==> src/rtl/alu_issue_ctrl_pkg.sv <==
// ============================================================================
// Module   : alu_issue_ctrl_pkg
// Brief    : Shared R-type codes, width codes, FSM and latency-class types
//            for the vector ALU issue controller and its neighbours.
// Revision : 1.0 - initial release
// ============================================================================
`default_nettype none

package alu_issue_ctrl_pkg;

    // R-type function codes understood by the vector ALU
    localparam logic [0:5] VAND   = 6'b000001;
    localparam logic [0:5] VOR    = 6'b000010;
    localparam logic [0:5] VXOR   = 6'b000011;
    localparam logic [0:5] VNOT   = 6'b000100;
    localparam logic [0:5] VMOV   = 6'b000101;
    localparam logic [0:5] VADD   = 6'b000110;
    localparam logic [0:5] VSUB   = 6'b000111;
    localparam logic [0:5] VMULEU = 6'b001000;
    localparam logic [0:5] VMULOU = 6'b001001;
    localparam logic [0:5] VSLL   = 6'b001010;
    localparam logic [0:5] VSRL   = 6'b001011;
    localparam logic [0:5] VSRA   = 6'b001100;
    localparam logic [0:5] VRTTH  = 6'b001101;
    localparam logic [0:5] VDIV   = 6'b001110;
    localparam logic [0:5] VMOD   = 6'b001111;
    localparam logic [0:5] VSQEU  = 6'b010000;
    localparam logic [0:5] VSQOU  = 6'b010001;
    localparam logic [0:5] VSQRT  = 6'b010010;

    // Element width codes
    localparam logic [0:1] WW_8  = 2'b00;
    localparam logic [0:1] WW_16 = 2'b01;
    localparam logic [0:1] WW_32 = 2'b10;
    localparam logic [0:1] WW_64 = 2'b11;

    // Opcode the ALU expects for every R-type operation
    localparam logic [0:5] OPCODE_RTYPE = 6'b000001;

    typedef enum logic [1:0] {
        ST_IDLE = 2'd0,
        ST_EXEC = 2'd1,
        ST_DONE = 2'd2
    } state_e;

    typedef enum logic [1:0] {
        LAT_SEL_SIMPLE = 2'd0,
        LAT_SEL_MUL    = 2'd1,
        LAT_SEL_LONG   = 2'd2
    } lat_sel_e;

    // Largest of the three class latencies; sizes the hold counter
    function automatic int lat_max(input int a, input int b, input int c);
        int m;
        m = (a > b) ? a : b;
        m = (m > c) ? m : c;
        return m;
    endfunction

endpackage

`default_nettype wire

==> src/rtl/alu_issue_ctrl_if.sv <==
// ============================================================================
// Module   : alu_issue_ctrl_if
// Brief    : Issue-side request and result handshakes of the ALU issue
//            controller. master = issue stage / consumer, slave = controller.
// Revision : 1.0 - initial release
// ============================================================================
`default_nettype none

interface alu_issue_ctrl_if;
    logic        in_valid;
    logic        in_ready;
    logic [0:63] in_rA;
    logic [0:63] in_rB;
    logic [0:5]  in_rins;
    logic [0:1]  in_ww;
    logic        out_valid;
    logic        out_ready;
    logic [0:63] out_data;
    logic        out_err;

    modport master (
        output in_valid, in_rA, in_rB, in_rins, in_ww, out_ready,
        input  in_ready, out_valid, out_data, out_err
    );

    modport slave (
        input  in_valid, in_rA, in_rB, in_rins, in_ww, out_ready,
        output in_ready, out_valid, out_data, out_err
    );
endinterface

`default_nettype wire

==> src/rtl/alu_issue_ctrl_op_class.sv <==
// ============================================================================
// Module   : alu_issue_ctrl_op_class
// Brief    : Combinational op classifier: function code + width -> legality
//            and latency class.
// Revision : 1.0 - initial release
// ============================================================================
`default_nettype none

module alu_issue_ctrl_op_class
    import alu_issue_ctrl_pkg::*;
(
    input  wire logic [0:5] rins_i,
    input  wire logic [0:1] ww_i,
    output lat_sel_e        lat_sel_o,
    output logic            legal_o
);

    // Widening multiplies/squares have no 128-bit result, so 64-bit lanes are rejected
    always_comb begin
        legal_o   = 1'b1;
        lat_sel_o = LAT_SEL_SIMPLE;
        case (rins_i)
            VAND, VOR, VXOR, VNOT, VMOV, VADD, VSUB,
            VSLL, VSRL, VSRA, VRTTH: begin
                lat_sel_o = LAT_SEL_SIMPLE;
            end
            VMULEU, VMULOU, VSQEU, VSQOU: begin
                lat_sel_o = LAT_SEL_MUL;
                legal_o   = (ww_i != WW_64);
            end
            VDIV, VMOD, VSQRT: begin
                lat_sel_o = LAT_SEL_LONG;
            end
            default: begin
                legal_o = 1'b0;
            end
        endcase
    end

endmodule

`default_nettype wire

==> src/rtl/alu_issue_ctrl.sv <==
// ============================================================================
// Module   : alu_issue_ctrl
// Brief    : Sequencer in front of the vector ALU. Registers one R-type op,
//            holds it for a class-dependent settle time, then presents the
//            captured ALU result on a valid/ready handshake.
// Revision : 1.0 - initial release
// ============================================================================
`default_nettype none

module alu_issue_ctrl
    import alu_issue_ctrl_pkg::*;
#(
    parameter int LAT_SIMPLE = 1,
    parameter int LAT_MUL    = 2,
    parameter int LAT_LONG   = 4
) (
    input  wire logic        clk,
    input  wire logic        rst_n,
    alu_issue_ctrl_if.slave  io,
    output logic [0:63]      alu_rA,
    output logic [0:63]      alu_rB,
    output logic [0:5]       alu_rins,
    output logic [0:5]       alu_opcode,
    output logic [0:1]       alu_ww,
    input  wire logic [0:63] alu_out,
    output logic             busy
);

    localparam int CNT_W = $clog2(lat_max(LAT_SIMPLE, LAT_MUL, LAT_LONG)) + 1;

    state_e             state_q, state_d;
    logic [CNT_W-1:0]   cnt_q, cnt_d;
    logic [0:63]        rA_q, rA_d;
    logic [0:63]        rB_q, rB_d;
    logic [0:5]         rins_q, rins_d;
    logic [0:1]         ww_q, ww_d;
    logic [0:63]        out_data_q, out_data_d;
    logic               out_valid_q, out_valid_d;
    logic               out_err_q, out_err_d;

    logic               in_ready_w;
    logic               accept_w;
    logic               legal_w;
    lat_sel_e           lat_sel_w;
    logic [CNT_W-1:0]   cnt_load_w;

    // Classify the incoming op straight off the request bus
    alu_issue_ctrl_op_class u_op_class (
        .rins_i    (io.in_rins),
        .ww_i      (io.in_ww),
        .lat_sel_o (lat_sel_w),
        .legal_o   (legal_w)
    );

    // Hold count is latency-1: the accept edge itself is the first settle cycle
    always_comb begin
        cnt_load_w = CNT_W'(LAT_SIMPLE - 1);
        case (lat_sel_w)
            LAT_SEL_MUL:  cnt_load_w = CNT_W'(LAT_MUL - 1);
            LAT_SEL_LONG: cnt_load_w = CNT_W'(LAT_LONG - 1);
            default:      cnt_load_w = CNT_W'(LAT_SIMPLE - 1);
        endcase
    end

    // A result being popped frees the controller in the same cycle
    assign in_ready_w = (state_q == ST_IDLE) ||
                        ((state_q == ST_DONE) && io.out_ready);
    assign accept_w   = io.in_valid && in_ready_w;

    // Next-state, counter and datapath register updates
    always_comb begin
        state_d     = state_q;
        cnt_d       = cnt_q;
        rA_d        = rA_q;
        rB_d        = rB_q;
        rins_d      = rins_q;
        ww_d        = ww_q;
        out_data_d  = out_data_q;
        out_valid_d = out_valid_q;
        out_err_d   = out_err_q;

        case (state_q)
            ST_EXEC: begin
                if (cnt_q != '0) begin
                    cnt_d = cnt_q - 1'b1;
                end else begin
                    out_data_d  = alu_out;
                    out_err_d   = 1'b0;
                    out_valid_d = 1'b1;
                    state_d     = ST_DONE;
                end
            end
            ST_DONE: begin
                if (io.out_ready) begin
                    out_valid_d = 1'b0;
                    state_d     = ST_IDLE;
                end
            end
            default: begin
            end
        endcase

        // Accept overrides the DONE pop so back-to-back ops need no idle cycle
        if (accept_w) begin
            rA_d   = io.in_rA;
            rB_d   = io.in_rB;
            rins_d = io.in_rins;
            ww_d   = io.in_ww;
            if (legal_w) begin
                cnt_d       = cnt_load_w;
                out_valid_d = 1'b0;
                state_d     = ST_EXEC;
            end else begin
                out_data_d  = '0;
                out_err_d   = 1'b1;
                out_valid_d = 1'b1;
                state_d     = ST_DONE;
            end
        end
    end

    // State and datapath registers; reset aborts any op in flight
    always_ff @(posedge clk or negedge rst_n) begin
        if (!rst_n) begin
            state_q     <= ST_IDLE;
            cnt_q       <= '0;
            rA_q        <= '0;
            rB_q        <= '0;
            rins_q      <= '0;
            ww_q        <= '0;
            out_data_q  <= '0;
            out_valid_q <= 1'b0;
            out_err_q   <= 1'b0;
        end else begin
            state_q     <= state_d;
            cnt_q       <= cnt_d;
            rA_q        <= rA_d;
            rB_q        <= rB_d;
            rins_q      <= rins_d;
            ww_q        <= ww_d;
            out_data_q  <= out_data_d;
            out_valid_q <= out_valid_d;
            out_err_q   <= out_err_d;
        end
    end

    assign io.in_ready  = in_ready_w;
    assign io.out_valid = out_valid_q;
    assign io.out_data  = out_data_q;
    assign io.out_err   = out_err_q;
    assign alu_rA       = rA_q;
    assign alu_rB       = rB_q;
    assign alu_rins     = rins_q;
    assign alu_ww       = ww_q;
    assign alu_opcode   = OPCODE_RTYPE;
    assign busy         = (state_q != ST_IDLE);

endmodule

`default_nettype wire
==> src/flat_wrapper.sv <==
// flat-port wrapper written by rule: the top's interface ports become plain ports
module alu_issue_ctrl_flat import alu_issue_ctrl_pkg::*;
#(
    parameter int LAT_SIMPLE = 1,
    parameter int LAT_MUL    = 2,
    parameter int LAT_LONG   = 4
)
  (clk, rst_n, alu_rA, alu_rB, alu_rins, alu_opcode, alu_ww, alu_out, busy, io_in_valid, io_in_rA, io_in_rB, io_in_rins, io_in_ww, io_out_ready, io_in_ready, io_out_valid, io_out_data, io_out_err);
  alu_issue_ctrl_if io_i ();
  input  wire logic clk;
  input  wire logic rst_n;
  output logic [0:63] alu_rA;
  output logic [0:63] alu_rB;
  output logic [0:5] alu_rins;
  output logic [0:5] alu_opcode;
  output logic [0:1] alu_ww;
  input  wire logic [0:63] alu_out;
  output logic busy;
  input wire logic [$bits(io_i.in_valid)-1:0] io_in_valid;
  input wire logic [$bits(io_i.in_rA)-1:0] io_in_rA;
  input wire logic [$bits(io_i.in_rB)-1:0] io_in_rB;
  input wire logic [$bits(io_i.in_rins)-1:0] io_in_rins;
  input wire logic [$bits(io_i.in_ww)-1:0] io_in_ww;
  input wire logic [$bits(io_i.out_ready)-1:0] io_out_ready;
  output wire logic [$bits(io_i.in_ready)-1:0] io_in_ready;
  output wire logic [$bits(io_i.out_valid)-1:0] io_out_valid;
  output wire logic [$bits(io_i.out_data)-1:0] io_out_data;
  output wire logic [$bits(io_i.out_err)-1:0] io_out_err;
  assign io_i.in_valid = io_in_valid;
  assign io_i.in_rA = io_in_rA;
  assign io_i.in_rB = io_in_rB;
  assign io_i.in_rins = io_in_rins;
  assign io_i.in_ww = io_in_ww;
  assign io_i.out_ready = io_out_ready;
  assign io_in_ready = io_i.in_ready;
  assign io_out_valid = io_i.out_valid;
  assign io_out_data = io_i.out_data;
  assign io_out_err = io_i.out_err;
  alu_issue_ctrl #(.LAT_SIMPLE(LAT_SIMPLE), .LAT_MUL(LAT_MUL), .LAT_LONG(LAT_LONG)) u_core (.clk(clk), .rst_n(rst_n), .io(io_i), .alu_rA(alu_rA), .alu_rB(alu_rB), .alu_rins(alu_rins), .alu_opcode(alu_opcode), .alu_ww(alu_ww), .alu_out(alu_out), .busy(busy));
endmodule
==> config.mk <==
export PLATFORM = sky130hd
export DESIGN_NAME = alu_issue_ctrl_flat
export DESIGN_NICKNAME = d
export VERILOG_FILES = /design/src/rtl/alu_issue_ctrl_pkg.sv /design/src/rtl/alu_issue_ctrl_if.sv /design/src/rtl/alu_issue_ctrl_op_class.sv /design/src/rtl/alu_issue_ctrl.sv /design/src/flat_wrapper.sv
export SDC_FILE = /design/constraint.sdc
export NUM_CORES = 1
export LEC_CHECK = 0
export CAP_MARGIN = 20
export CORE_MARGIN = 8
export CORE_UTILIZATION = 25
export CTS_BUF_LIST = sky130_fd_sc_hd__clkbuf_8
export DETAILED_ROUTE_END_ITERATION = 6
export PLACE_DENSITY = 0.66
export SLEW_MARGIN = 25
export SYNTH_ARGS = -nofsm -noshare
export SYNTH_HDL_FRONTEND = slang
export SYNTH_SLANG_ARGS = --single-unit
export TNS_END_PERCENT = 10
==> constraint.sdc <==
create_clock -name clk -period 4.63 [get_ports clk]
set_input_delay 0.6945 -clock clk [delete_from_list [all_inputs] [get_ports clk]]
set_output_delay 0.6945 -clock clk [all_outputs]
set_load 0.05 [all_outputs]
; Yosys cells after proc, flatten, opt, wreduce, memory -nomap -nowiden
; Cells that the tools add are included.
[classes]
muxes = 25
reduce_logical = 11
addsub = 1
eq_ne = 25
[ops]
columns = operator, n
row1 = 64-bit 2-to-1 mux, 4
row2 = "6-bit by 4-bit equality test with 1-bit output, second input constant", 8
row3 = "6-bit by 3-bit equality test with 1-bit output, second input constant", 4
row4 = "6-bit by 5-bit equality test with 1-bit output, second input constant", 3
row5 = 14-bit OR reduction, 1
row6 = "6-bit by 2-bit equality test with 1-bit output, second input constant", 2
row7 = 3-bit 2-to-1 mux, 4
row8 = 2-bit one-hot mux with 2 select lines, 3
row9 = 1-bit 2-to-1 mux, 8
row10 = 2-bit 2-to-1 mux, 4
row11 = "6-bit by 1-bit equality test with 1-bit output, second input constant", 1
row12 = "3-bit by 2-bit inequality test with 1-bit output, second input constant", 2
row13 = 3-bit nonzero test, 2
row14 = "2-bit by 1-bit equality test with 1-bit output, second input constant", 2
row15 = "2-bit equality test, second input constant", 2
row16 = 1-bit one-hot mux with 2 select lines, 2
row17 = 4-bit OR reduction, 1
row18 = 3-bit AND reduction, 1
row19 = 3-bit OR reduction, 1
row20 = "3-bit by 1-bit subtractor with 3-bit output, second input constant", 1
row21 = 1-bit logical AND, 2
row22 = 2-bit zero test, 1
row23 = "2-bit inequality test, second input constant", 1
row24 = 2-bit nonzero test, 1
row25 = 1-bit logical OR, 1
[totals]
out_inout_bits = 210
regBits = 207
inputBits = 204
wordCells = 71

; Logic depth before layout (Yosys ltp)
[depth]
depth_word = 7
depth_mapped = 8
depth_no_buf = 6

; Modules after synthesis
; From an unflattened synthesis, not the netlist that was laid out.
[unflattened]
hier_cells = 626
hier_area_um2 = 8315.5
[by_module_without_submodules]
columns = module, cells_per_inst, area_each_um2, n_inst, seq_area_each_um2
row1 = alu_issue_ctrl, 613, 8219.1, 1, 5154.9
row2 = alu_issue_ctrl_op_class, 13, 96.3, 1, 0.0

; Worst setup path before layout
; No wires, ideal clock.
[synth_timing]
kind = reg-to-reg
startpoint = register, netlist name u_core.io.out_valid
endpoint = register u_core.rA_q (netlist bit u_core.alu_rA[10])
n_path_buf = 2
stages_incl_launch_ff = 8
required_time_ns = 4.505
arrival_ns = 2.339
slack_ns = 2.166
setup_time_ns = 0.125
synth_period_minus_slack_ns = 2.464
path_cell_list = dfrtp_1 -> inv_1 -> ha_1 -> a21o_1 -> nand2_1 -> clkbuf_1 -> buf_2 -> mux2_2
[synth_lines]
columns = element, line_no
row1 = "end signal, assigned", alu_issue_ctrl.sv:137  ; rA_q <= rA_d;
row2 = "end, declared", alu_issue_ctrl.sv:33  ; logic [0:63] rA_q, rA_d;

; Worst setup path in the final report
[layout_timing]
startpoint = input io_out_ready
endpoint = output io_in_ready
[layout_via]
elab_chain_len = 2
[layout_lines]
columns = element, line_no
row1 = "start, declared", flat_wrapper.sv:24  ; input wire logic [$bits(io_i.out_ready)-1:0] io_out_ready;
row2 = 1-bit logical AND, alu_issue_ctrl.sv:67  ; ((state_q == ST_DONE) && io.out_ready);
row3 = 1-bit logical OR, alu_issue_ctrl.sv:66  ; assign in_ready_w = (state_q == ST_IDLE) ||
row4 = "end, declared", flat_wrapper.sv:25  ; output wire logic [$bits(io_i.in_ready)-1:0] io_in_ready;
; No other way between the ends.

==> impl_results.md <==
* Post-Synthesis Cells at between 600 and 700
* Library cells used by synthesis at 34
* RSZ-0062 raised after global routing: no
* Peak supply drop at 0.474 mV
* Total Power at 10.7 mW
* Cell Count, Final, Fillers Out at between 1,000 and 1,500
* Slew Limit Headroom at between 40% and 50%
* Final design utilization at between 40 and 50%
* Core ar. at 0.0322 mm²
* Clock tree buffer depth at 3
* Number of global-route vias before repair at approximately 6,700
* Die X at 196 µm
* Final setup fails at 0
* Pwr dens at between 800 and 900 mW/mm²
* CTS tree: done
* Number of max-cap violations at 0
* Layout cells sized above 1 at 18.5%
* Final Slew Violations at 0
* Mean Syn Cell Area at 12.8 µm²
* Die H at 196 µm
* WHS at about 0.22 ns
* Num CTS Buffers at 38
* Most used DFF post-synth: dfrtp_1
* Critical path's most frequent cell: clkdlybuf4s50_1
* Vias per inst at 4.26
* Cell Area, Synth at between 0.008 and 0.009 mm²
* Fin Setup TNS at 0 ns
* Initial antenna violation count at 0
* Largest net degree at the start of global routing at around 120
* Final critical-path required period at 3.03 ns
* Iteration-0 DRC count of the detailed router at 211
* DRT antenna net count at 0
* I/O Buffers at 407
* Setup Fix Bufs, Post-CTS at 0
* Final period util at 65.4%
* Nets at 1,255
* Max frequency at around 330 MHz
* First-pass GRT wire length at 39.5 mm
* Seq/Total Area, Yosys at 63.7%
* P_leak at 5.49 nW
* GRT Overall Usage at 12.9%
* Placed insts at 1,413
* Crit Path Class: in2out
* CTS H-tree lvls at 2
* Critical-path maximum fanout at 3
* Row Count at 66
* FFs w/ async S/R, synth at 100%
* #FFs+latches synth at 206
* DRC at 0
* Routed WL per cell at 17.7 µm
* Post-synth top area share at 63.7%
* Worst Skew at 0.0376 ns
* # resized after CTS at 0
* Synth area leader: dfrtp_1
* # IOs at about 410
* Root Driver: clkbuf_8
* Clock Latency Late Sink at roughly 0.52 ns
* Ranking of synthesized cells by area: dfrtp_1 64%, mux2_2 19%, nand2_1 6.2%, a21oi_1 4.0%, buf_2 0.99%
* Setup WS pre-CTS at roughly 1.6 ns
* Crit-path leading delay family: buffers and inverters
* Clock slew at reported path FFs at 0.06 ns
* Hpwl dp at 19.4 mm
* Pre-Repair DR Iteration Count at 4
* Fin. Hold Viols at 0
* Final Worst Setup Slack at ~1.6 ns
* Die ar. at 0.0384 mm²
* Vias at 6,288
* Sinks on Clock Net at 206
* Placed cell area at around 0.013 mm²
* Post-CTS Hold Fix Bufs at 0
* Biggest cell delay along the critical path at 0.85 ns
* Area delta synth->final at 63.4%
* Number of synthesized flops with an enable pin at 0
* Outcome: complete, no violations
* Initial Utilization at 25.1%
* Fillcell total at 3,103
* Diode count at 0
* WP data required at a little under 4 ns
* CP startpoint kind: input port
* Hold/Removal Path Class: in2async
* Detailed Route WL at around 26 mm
* Actual slew at the worst max-slew pin at 0.795 ns
* Buffer and inverter count on the worst path at 2
* Total grt overflow at 0
* Yosys synthesis warning count at 0
* Worst Setup End Kind: output port
* Fin area at 0.0132 mm²
* WP data arrival at 2.34 ns
* Crit-path slowest cell: clkdlybuf4s50_1
* Gpl congestion at 0.767
* Critical-path cell list: clkdlybuf4s50_1 > a21o_1 > clkdlybuf4s50_1
-- cell usage after synthesis, drive strengths merged, types with 2 or more instances --
cell,number
nor2,2
nand2,133
o211ai,3
mux2i,2
xnor2,2
o21ai,4
a21o,2
mux2,135
nor3,2
a21oi,65
ha,6
dfrtp,206
conb,2
clkbuf,9
inv,9
buf,33
a211oi,2
-- cell families after synthesis --
family,Yosys count,share of synthesized area (%)
AOI/OAI and AO/OA,80,5.40
xor gates and xnor gates,2,0.217
adders and majority gates,6,0.928
buffers and inverters,51,3.45
DFF,206,63.7
muxes,137,19.0
other,2,0.0929
and+or+nand+nor,146,7.13
-- area by class of cell --
class | count | area (µm²) | area share [%]
clock buffers | 45 | 619 | 4.69
clock inverters | 17 | 71.3 | 0.540
inverters | 9 | 33.8 | 0.256
multi-input cells | 377 | 2680 | 20.3
flip-flops and latches | 206 | 5150 | 39.0
well taps | 408 | 510 | 3.86
repair buffers | 413 | 4150 | 31.4
-- final timing paths --
| path | slack, ns | depth (start not counted) | start | endpoint |
|---|---|---|---|---|
| setup / recovery | 1.60 | 3 | io_out_ready | io_in_ready |
| max in group asynchronous | 3.43 | 2 | rst_n | u_core.io.out_data[29]$_DFF_PN0_ |
| min in group clk | 0.47 | 1 | u_core.io.out_err$_DFF_PN0_ | u_core.io.out_err$_DFF_PN0_ |
| hold / removal | 0.22 | 1 | rst_n | u_core.alu_rB[2]$_DFFE_PN0N_ |
| hold reg to reg | 0.47 | 1 | u_core.io.out_err$_DFF_PN0_ | u_core.io.out_err$_DFF_PN0_ |
| setup reg to reg | 2.12 | 7 | u_core.cnt_q[0]$_DFF_PN0_ | u_core.io.out_data[55]$_DFF_PN0_ |
-- registers in the layout, summed over array words and instances (netlist names), 2 cells and up --
register,flops
u_core.cnt_q,3
u_core.alu_ww,2
u_core.alu_rB,64
u_core.io.out_data,64
u_core.alu_rA,64
u_core.alu_rins,6
-- cells in the final DEF, fill, tap and decap left out, drive strengths merged, types with 2 or more instances in the layout --
cell type	instances
clkdlybuf4s50	406
o211ai	3
clkbuf	46
ha	6
o21ai	4
a21oi	65
nor3	2
nor2	2
conb	6
a211oi	2
mux2	135
mux2i	2
xnor2	2
inv	22
dfrtp	206
clkinv	3
buf	6
nand2	133
a21o	2
-- report_power, final --
part           switching, mW  leakage (nW)  internal, mW
combinational           3.93          2.53          2.18
clock                  0.735         0.405         0.872
sequential             0.391          2.55          2.60
-- routing by layer --
layer  GRT usage (%)  up-vias  part of all wire [%]
li1                -     2955                     -
met1            14.7     3009                    39
met2            21.5      278                    48
met3            6.10       46                    11
met4            3.73        0                   2.2
met5               0        -                     0
No activity file was read; power rests on OpenSTA's default activity.
